===== src/rtl/matmul_pkg.sv =====
// Shared types and constants for the parametrised matrix-multiply core.
package matmul_pkg;

  typedef enum logic [3:0] {
    S_IDLE = 4'd0,
    S_LDN  = 4'd1,
    S_CHK  = 4'd2,
    S_RDA  = 4'd3,
    S_RDB  = 4'd4,
    S_MAC  = 4'd5,
    S_WRC  = 4'd6,
    S_NXT  = 4'd7,
    S_DONE = 4'd8
  } mm_state_t;

  localparam int N_ADDR = 0;
  localparam int A_OFF  = 1;

  // Accumulator width that cannot overflow for MAX_N signed products.
  function automatic int acc_w(input int data_w, input int max_n);
    return 2 * data_w + $clog2(max_n);
  endfunction

endpackage


===== src/rtl/matmul_core_param_mac.sv =====
// Signed multiply-accumulate register plus result formatting.
// MATMUL_SAT_EN defined: results saturate to DATA_W; otherwise they wrap.
module matmul_mac #(
  parameter int DATA_W = 16,
  parameter int ACC_W  = 37
) (
  input  logic                     clk,
  input  logic                     rst,
  input  logic                     clr,
  input  logic                     en,
  input  logic signed [DATA_W-1:0] a,
  input  logic signed [DATA_W-1:0] b,
  output logic [DATA_W-1:0]        sum_fmt
);
  localparam int PW = 2 * DATA_W;

  logic signed [PW-1:0]    prod;
  logic signed [ACC_W-1:0] acc;
  logic signed [ACC_W-1:0] sum;

  assign prod = PW'(a) * PW'(b);
  // sum is the value acc takes at the end of this MAC step; the FSM writes it out directly
  assign sum  = acc + ACC_W'(prod);

  always_ff @(posedge clk) begin
    if (rst || clr) begin
      acc <= '0;
    end else if (en) begin
      acc <= sum;
    end
  end

`ifdef MATMUL_SAT_EN
  localparam logic signed [ACC_W-1:0] SAT_MAX = {{(ACC_W-DATA_W+1){1'b0}}, {(DATA_W-1){1'b1}}};
  localparam logic signed [ACC_W-1:0] SAT_MIN = {{(ACC_W-DATA_W+1){1'b1}}, {(DATA_W-1){1'b0}}};

  always_comb begin
    if (sum > SAT_MAX) begin
      sum_fmt = SAT_MAX[DATA_W-1:0];
    end else if (sum < SAT_MIN) begin
      sum_fmt = SAT_MIN[DATA_W-1:0];
    end else begin
      sum_fmt = sum[DATA_W-1:0];
    end
  end
`else
  assign sum_fmt = sum[DATA_W-1:0];
`endif

endmodule


===== src/rtl/matmul_core_param.sv =====
// Matrix-multiply core computing rows i = CORE_ID mod NUM_CORES of C = A x B
// over a req/ack memory port. Define MATMUL_SAT_EN to saturate written results.
module matmul_core_param
  import matmul_pkg::*;
#(
  parameter int DATA_W    = 16,
  parameter int ADDR_W    = 16,
  parameter int CORE_ID   = 0,
  parameter int NUM_CORES = 4,
  parameter int MAX_N     = 32
) (
  input  logic              clk,
  input  logic              RESET,
  input  logic              START,
  output logic              mem_req,
  output logic              mem_we,
  output logic [ADDR_W-1:0] mem_addr,
  output logic [DATA_W-1:0] mem_wdata,
  input  logic              mem_ack,
  input  logic [DATA_W-1:0] mem_rdata,
  output logic              busy,
  output logic              end_i,
  output logic              err
);
  localparam int ACC_W = acc_w(DATA_W, MAX_N);
  localparam int IW    = DATA_W + 1;

  mm_state_t         state;
  logic [DATA_W-1:0] n, a, b, c_fmt;
  logic [IW-1:0]     i, j, k, n_ext, i_nc, j_inc, k_inc;
  logic [ADDR_W-1:0] n_ad, a_row, a_row_nc, a_addr, b_addr, c_addr;
  logic              ack, start_ok, acc_clr, acc_en;

  assign ack      = mem_req & mem_ack;
  assign start_ok = START & ((state == S_IDLE) | (state == S_DONE));
  assign busy     = (state != S_IDLE) && (state != S_DONE);
  assign acc_clr  = start_ok | (state == S_NXT);
  assign acc_en   = (state == S_MAC);

  // N is compared unsigned, so a negative N reads as oversized and flags err
  assign n_ext = {1'b0, n};
  assign i_nc  = i + IW'(NUM_CORES);
  assign j_inc = j + IW'(1);
  assign k_inc = k + IW'(1);

  // All address terms are truncated to ADDR_W so arithmetic wraps.
  assign n_ad     = ADDR_W'(n);
  assign a_row    = ADDR_W'(A_OFF) + ADDR_W'(i) * n_ad;
  assign a_row_nc = ADDR_W'(A_OFF) + ADDR_W'(i_nc) * n_ad;
  assign a_addr   = a_row + ADDR_W'(k);
  assign b_addr   = ADDR_W'(A_OFF) + n_ad * n_ad + ADDR_W'(k) * n_ad + ADDR_W'(j);
  assign c_addr   = ADDR_W'(A_OFF) + ADDR_W'(2) * n_ad * n_ad + ADDR_W'(i) * n_ad + ADDR_W'(j);

  matmul_mac #(
    .DATA_W (DATA_W),
    .ACC_W  (ACC_W)
  ) u_mac (
    .clk     (clk),
    .rst     (RESET),
    .clr     (acc_clr),
    .en      (acc_en),
    .a       (a),
    .b       (b),
    .sum_fmt (c_fmt)
  );

  // Request is raised on the edge that enters an access state, so a zero-wait access costs one cycle.
  always_ff @(posedge clk) begin
    if (RESET) begin
      state     <= S_IDLE;
      mem_req   <= 1'b0;
      mem_we    <= 1'b0;
      mem_addr  <= '0;
      mem_wdata <= '0;
      end_i     <= 1'b0;
      err       <= 1'b0;
      i         <= '0;
      j         <= '0;
      k         <= '0;
      n         <= '0;
      a         <= '0;
      b         <= '0;
    end else begin
      case (state)
        S_IDLE, S_DONE: begin
          if (START) begin
            state    <= S_LDN;
            end_i    <= 1'b0;
            err      <= 1'b0;
            i        <= IW'(CORE_ID);
            j        <= '0;
            k        <= '0;
            mem_req  <= 1'b1;
            mem_we   <= 1'b0;
            mem_addr <= ADDR_W'(N_ADDR);
          end
        end
        S_LDN: begin
          if (ack) begin
            n       <= mem_rdata;
            mem_req <= 1'b0;
            state   <= S_CHK;
          end
        end
        S_CHK: begin
          if (n_ext > IW'(MAX_N)) begin
            err   <= 1'b1;
            end_i <= 1'b1;
            state <= S_DONE;
          end else if ((n_ext == IW'(0)) || (i >= n_ext)) begin
            end_i <= 1'b1;
            state <= S_DONE;
          end else begin
            mem_req  <= 1'b1;
            mem_addr <= a_addr;
            state    <= S_RDA;
          end
        end
        S_RDA: begin
          if (ack) begin
            a        <= mem_rdata;
            mem_addr <= b_addr;
            state    <= S_RDB;
          end
        end
        S_RDB: begin
          if (ack) begin
            b       <= mem_rdata;
            mem_req <= 1'b0;
            state   <= S_MAC;
          end
        end
        S_MAC: begin
          mem_req <= 1'b1;
          if (k_inc == n_ext) begin
            mem_we    <= 1'b1;
            mem_addr  <= c_addr;
            mem_wdata <= c_fmt;
            state     <= S_WRC;
          end else begin
            k        <= k_inc;
            mem_addr <= a_addr + ADDR_W'(1);
            state    <= S_RDA;
          end
        end
        S_WRC: begin
          if (ack) begin
            mem_req <= 1'b0;
            mem_we  <= 1'b0;
            state   <= S_NXT;
          end
        end
        S_NXT: begin
          k <= '0;
          if (j_inc < n_ext) begin
            j        <= j_inc;
            mem_req  <= 1'b1;
            mem_addr <= a_row;
            state    <= S_RDA;
          end else begin
            j <= '0;
            i <= i_nc;
            if (i_nc >= n_ext) begin
              end_i <= 1'b1;
              state <= S_DONE;
            end else begin
              mem_req  <= 1'b1;
              mem_addr <= a_row_nc;
              state    <= S_RDA;
            end
          end
        end
        default: begin
          state   <= S_IDLE;
          mem_req <= 1'b0;
          mem_we  <= 1'b0;
        end
      endcase
    end
  end

endmodule


===== config.mk =====
export PLATFORM = sky130hd
export DESIGN_NAME = matmul_core_param
export DESIGN_NICKNAME = d
export VERILOG_FILES = /design/src/rtl/matmul_pkg.sv /design/src/rtl/matmul_core_param_mac.sv /design/src/rtl/matmul_core_param.sv
export SDC_FILE = /design/constraint.sdc
export NUM_CORES = 2
export LEC_CHECK = 0
export CORE_ASPECT_RATIO = 1.1
export CORE_MARGIN = 2
export CORE_UTILIZATION = 35
export DETAILED_ROUTE_END_ITERATION = 6
export DONT_BUFFER_PORTS = 1
export GPL_TIMING_DRIVEN = 0
export PLACE_DENSITY = 0.56
export SETUP_SLACK_MARGIN = 0.15
export SYNTH_ARGS = -nofsm -noshare
export SYNTH_HDL_FRONTEND = slang
export SYNTH_HIERARCHICAL = 1
export SYNTH_SLANG_ARGS = --single-unit

===== constraint.sdc =====
create_clock -name clk -period 10.94 [get_ports clk]
set_clock_uncertainty 0.05 [all_clocks]
set_input_delay 3.282 -clock clk [delete_from_list [all_inputs] [get_ports clk]]
set_output_delay 3.282 -clock clk [all_outputs]
set_load 0.1 [all_outputs]

======== Word level (Yosys, flattened, before mapping) ========
Index checks and enable logic that the tools add are counted.
word-level totals
  bits in registers ....................... 176
  input bits .............................. 20
  output and inout bits ................... 37
cells by class
  $add $sub $neg .......................... 14
  $mul .................................... 6
  magnitude comparators ................... 4
  equality and inequality tests ........... 25
  mux-type cells .......................... 43
  bitwise operators ....................... 6
  reductions and logical operators ........ 27
operator list
  kind                                                  number
  two-way mux 16 bit                                    7
  adder 16 bit                                          5
  case mux 16 bit (5 select lines)                      1
  two-way mux 17 bit                                    4
  case mux 17 bit (2 select lines)                      2
  adder 1 x 16 -> 16 bit (first input constant)         4
  multiplier 16 x 16 -> 16 bit                          4
  case mux 17 bit (3 select lines)                      1
  adder 37 x 32 -> 37 bit                               1
  two-way mux 4 bit                                     9
  adder 17 x 1 -> 17 bit (second input constant)        2
  >= comparator 17 x 16 -> 1 bit                        2
  multiplier 16 x 16 -> 32 bit                          1
  case mux 4 bit (8 select lines)                       1
  inequality test 2 bit (second input constant)         10
  adder 17 x 3 -> 17 bit (second input constant)        1
  == test 17 x 16 -> 1 bit                              1
  logical NOT 17 bit                                    1
  less-than comparator 17 x 16 -> 1 bit                 1
  adder 16 x 1 -> 16 bit (second input constant)        1
  == test 4 x 3 -> 1 bit (second input constant)        4
  > comparator 16 x 6 -> 1 bit (second input constant)  1
  multiplier 15 x 16 -> 15 bit                          1
  two-way mux 1 bit                                     13
  other kinds (29)                                      47

======== Longest topological paths before layout ========
  depth after elaboration ................. 6
  depth in mapped cells ................... 36

======== Hierarchy ========
The synthesis kept the hierarchy.
by module, submodules not included
  module             times used  cells an instance  area each (µm²)  sequential area each (µm²)
  matmul_core_param  1           3,244              26,696.9         2,742.6
  matmul_mac         1           611                5,292.6          320.3

======== Worst setup path after synthesis ========
OpenSTA, ideal clock, no wires.
  path type ............................... flip-flop to flip-flop
  start ................................... register n[2]
  end ..................................... register mem_addr[15]
  data arrival time ....................... 7.493 ns
  setup slack ............................. 3.321 ns
  cell stages (with the launch flop) ...... 30
  path through ............................ dfxtp_1 clkbuf_1 clkbuf_1 clkbuf_1 nand2_1 fa_1 fa_1 fa_1 inv_1 fa_1 fa_1 inv_1 fa_1 inv_1 ha_1 o21ai_0 o21ai_0 o41ai_1 xnor2_1 fa_1 xnor2_1 xnor2_1 xnor2_1 xnor2_1 xor2_1 xnor2_1 xor2_1 o211ai_1 a211o_1 a31oi_1
on the way
  cells in the longest elaborated chain, start to end .. 6
  elaborated cells between the ends (all ways) .. 33
  those cells by class .................... add/sub (10); mul (5); order compare (4); eq/ne (4); mux (7); reduce/logical (3)
ends and longest elaborated chain
  item                                                  RTL line                                                                      text
  start, declared                                       matmul_core_param.sv:29                                                       logic [DATA_W-1:0] n, a, b, c_fmt;
  start signal, assigned                                matmul_core_param.sv:100                                                      n <= mem_rdata;
  multiplier 16 x 16 -> 16 bit (tied with other cells)  matmul_core_param.sv:48, matmul_core_param.sv:52
  adder 1 x 16 -> 16 bit, on equally long branches      matmul_core_param.sv:48, matmul_core_param.sv:51, matmul_core_param.sv:52
  adder 16 bit, on equally long branches                matmul_core_param.sv:50, matmul_core_param.sv:51, matmul_core_param.sv:52
  adder 16 x 1 -> 16 bit (tied with other cells)        matmul_core_param.sv:142                                                      mem_addr <= a_addr + ADDR_W'(1);
  two-way mux 16 bit, on equally long branches          matmul_core_param.sv:135, matmul_core_param.sv:106, matmul_core_param.sv:120
  case mux 16 bit (5 select lines)                      matmul_core_param.sv:84                                                       case (state)
  end signal, assigned                                  matmul_core_param.sv:95                                                       mem_addr <= ADDR_W'(N_ADDR);
  end signal, assigned                                  matmul_core_param.sv:137                                                      mem_addr <= c_addr;
  end signal, assigned                                  matmul_core_param.sv:142
  end, declared                                         matmul_core_param.sv:17                                                       output logic [ADDR_W-1:0] mem_addr,
Several ways; a longest one is shown, not always the timed one. The select of a mux whose other input is x is not followed.
A chain may end at the register's enable or synchronous reset.

======== Worst setup path after layout ========
  start ................................... register n[1]
  end ..................................... register mem_addr[15]
Same word-level chain as after synthesis.

==> impl_metrics.json <==
{
  "status": "finished clean",
  "via_per_inst": 5.07,
  "drt_wl_total_mm": 106,
  "cts_setup_buffers": 0,
  "ys.flop_type": "dfxtp_1",
  "netlist_instances": 3855,
  "whs_ns": 0.406,
  "htree_levels": 4,
  "grt_start_max_net_pins": 17,
  "drive_gt1_share_pct": 2.32,
  "path_class": "reg -> reg",
  "timing.critical_path.to_type": "register",
  "rows": 116,
  "root_buffer": "clkbuf_16",
  "core-area_mm2": 0.0907,
  "cts_made_buffers": 17,
  "reg2reg_slack_ns": 0.58,
  "period_share_pct": 94.7,
  "r2r_cells": 29,
  "clock.fmax_ghz": 0.0965,
  "fin_tns_setup_ns": 0,
  "hp-start": "a[15]$_SDFFE_PP0P_",
  "synth_top_area_share_pct": 30.5,
  "finalMaxSlewViolations": 0,
  "p_leak_nw": 16.5,
  "r2r-end": "mem_addr[15]$_SDFFE_PP0P_",
  "first_iter_violations": 2199,
  "grt_pass1_wl_mm": 164,
  "critPathRequiredTime_ns": 11.28,
  "syn_area_per_cell_um2": 8.30,
  "die_area_mm2": 0.0938,
  "post_cts_resized": 0,
  "cts_tree": "built",
  "tightest_slew_ns": 1.38,
  "syn_to_final_growth_pct": 7.02,
  "wl_per_cell_um": 20.8,
  "ff_latch_area_mm2": 0.00306,
  "hp-class": "reg -> reg",
  "r2r_start": "n[1]$_SDFFE_PP0P_",
  "grt_remaining_overflow": 0,
  "grt_usage_pct": 23.1,
  "layout_min_cycle_time_ns": 10.36,
  "filler_cell_count": 9369,
  "drc": 0,
  "ys.warnings.count": 6,
  "die_y_um": 321,
  "drtAntennaViolNets": 0,
  "clkTransAtPathRegs_ns": 0.07,
  "dpl.cell_count": 5073,
  "postLayoutSetupSlackWorst_ns": 0.582,
  "holdPathEnd": "a[15]$_SDFFE_PP0P_",
  "ys_types": 83,
  "cp_slowest_stage_delay_ns": 0.71,
  "cp-start-kind": "register",
  "grt_antenna_before_repair": 2,
  "post-place-ws_ns": 0.423,
  "port-buffer-count": 0,
  "async_reset_ff_share_pct": 0,
  "cts_sinks": 153,
  "cts_buffer_depth": 2,
  "yosys.area.top_type": "fa_1",
  "stdcell_count": 5106,
  "grt_pass1_vias": 26297,
  "ir_drop_mv": 0.129,
  "hold_viol_final": 0,
  "p_per_area_mw_per_mm2": 48.9,
  "nets": 4790,
  "clkLatencyLatePin_ns": 0.47,
  "setup_viol": 0,
  "place_congestion": 0.968,
  "multi_input_area_mm2": 0.0254,
  "num_vias": 25875,
  "yosys-top-cells-area": "fa_1, ha_1, dfxtp_1, inv_1, nand2_1",
  "synth_seq_cells": 153,
  "synth-edff-count": 0,
  "min_path_cells": 2,
  "arrival_ns": 10.70,
  "grt_setup_unrepaired": "false",
  "ios": 57,
  "firstDrtPassIters": 6,
  "max_cap_violations": 0,
  "design_power_total_mw": 1.67,
  "ys_seq_area_share_pct": 9.57,
  "fp.dieW_um": 292,
  "start_util_pct": 35.3,
  "maxSlewHeadroom_pct": 8.06,
  "detailed_place_hpwl_mm": 87.1,
  "crit_fanout": 10,
  "syn_area_mm2": 0.0320,
  "cts_hold_buf": 0,
  "crit_slowest_cell": "dfxtp_1"
}
-- metrics by stage --
stage / cell area, um2 / utilization, %
2_1_floorplan: 32100 / -
3_3_place_gp: 33600 / 37.0
3_5_place_dp: 33600 / 37.1
4_1_cts: 34200 / 37.7
5_1_grt: 34200 / 37.7
6_report: 34200 / 37.7
-- worst max-delay path by stage --
| stage | startpoint | to | cells after the start |
|---|---|---|---|
| 2_1_floorplan | n[2]$_SDFFE_PP0P_ | mem_addr[15]$_SDFFE_PP0P_ | 29 |
| 3_3_place_gp | n[0]$_SDFFE_PP0P_ | mem_addr[15]$_SDFFE_PP0P_ | 34 |
| 3_5_place_dp | n[0]$_SDFFE_PP0P_ | mem_addr[15]$_SDFFE_PP0P_ | 34 |
| 4_1_cts | n[2]$_SDFFE_PP0P_ | mem_addr[15]$_SDFFE_PP0P_ | 29 |
| 5_1_grt | n[2]$_SDFFE_PP0P_ | mem_addr[15]$_SDFFE_PP0P_ | 29 |
| 6_report | n[1]$_SDFFE_PP0P_ | mem_addr[15]$_SDFFE_PP0P_ | 29 |
-- power breakdown --
group          switching, mW  leakage, nW  total, mW  internal [mW]
clock network          0.276        0.290      0.647          0.371
registers             0.0432         1.23      0.607          0.564
logic                  0.288         15.0      0.419          0.131
-- placed cells by master, fill, tap and decap left out, drive strengths merged, types with 21 or more instances in the layout --
cell type | Yosys | layout
o21ai | 73 | 73
dfxtp | 153 | 153
mux2i | 22 | 22
xnor2 | 208 | 208
nand4 | 21 | 21
xor2 | 72 | 72
nand2 | 489 | 489
fa | 487 | 487
nor3 | 31 | 31
and2 | 190 | 190
nand3 | 43 | 43
buf | 33 | 35
a22oi | 27 | 27
a31oi | 21 | 21
a21oi | 177 | 177
clkbuf | 128 | 148
conb | 2 | 39
nor2 | 210 | 210
inv | 816 | 819
a21o | 37 | 37
ha | 370 | 370
-- critical path: cells and delay by family (launching register included) --
| family | cells | cell delay, ns |
|---|---|---|
| adder cells (fa/ha/maj) | 8 | 3.43 |
| XOR/XNOR | 8 | 2.04 |
| buffers and inverters | 5 | 1.97 |
| AO/OA/AOI/OAI | 7 | 1.71 |
| flip-flops | 1 | 0.71 |
| AND/OR/NAND/NOR | 1 | 0.34 |
-- final cells by class --
class / instances / share of cell area (%)
Buffer: 161 / 1.89
Inverter: 820 / 8.99
Timing Repair Buffer: 2 / 0.0365
Tap cell: 1180 / 4.31
Sequential cell: 153 / 8.95
Antenna cell: 1 / 0.00731
Multi-Input combinational cell: 2758 / 74.1
Clock buffer: 21 / 1.34
Clock inverter: 10 / 0.413
-- flip-flops by register name (all words and copies together), names as in the netlist --
| name | flops |
|---|---|
| j | 17 |
| k | 17 |
| a | 16 |
| b | 16 |
| mem_addr | 16 |
| mem_wdata | 16 |
| n | 16 |
| u_mac/acc | 16 |
| i | 15 |
| state | 4 |
| end_i | 1 |
| err | 1 |
| mem_req | 1 |
| mem_we | 1 |
-- cell usage after synthesis, types with 5 or more instances --
master / instances
a211o_1: 7
a211oi_1: 15
a21o_1: 37
a21oi_1: 175
a22oi_1: 27
a311oi_1: 6
a31oi_1: 21
and2_1: 184
and2_2: 6
and3_1: 20
and4_1: 10
buf_1: 12
buf_2: 19
clkbuf_1: 127
dfxtp_1: 153
fa_1: 487
ha_1: 370
inv_1: 815
mux2i_1: 22
nand2_1: 488
nand2b_1: 10
nand3_1: 43
nand3b_1: 9
nand4_1: 20
nor2_1: 208
nor2b_1: 20
nor3_1: 30
nor3b_1: 9
nor4_1: 10
o211ai_1: 10
o21a_1: 13
o21ai_0: 70
o21bai_1: 12
o22ai_1: 10
o311ai_0: 5
or2_2: 8
or3_1: 14
xnor2_1: 206
xor2_1: 71
-- per-layer routing --
layer / routed length, um / part of all wire [%] / track usage, % / vias up
met5: 12 / 0.011 / 0 / -
met4: 4800 / 4.5 / 9.28 / 2
met3: 8090 / 7.6 / 3.20 / 198
met2: 47800 / 45 / 37.2 / 962
met1: 45500 / 43 / 31.4 / 12732
li1: - / - / - / 11981
-- logic make-up after synthesis --
logic type / after synthesis / share of synthesized area (%)
other: 2 / 0.0235
adders and majority gates: 857 / 44.9
DFF: 153 / 9.57
xor gates and xnor gates: 285 / 8.13
buffers and inverters: 981 / 11.6
and+or+nand+nor: 1102 / 16.1
AOI/OAI and AO/OA: 451 / 8.81
muxes: 24 / 0.759
Note: power is estimated with default switching activity, not from simulation.
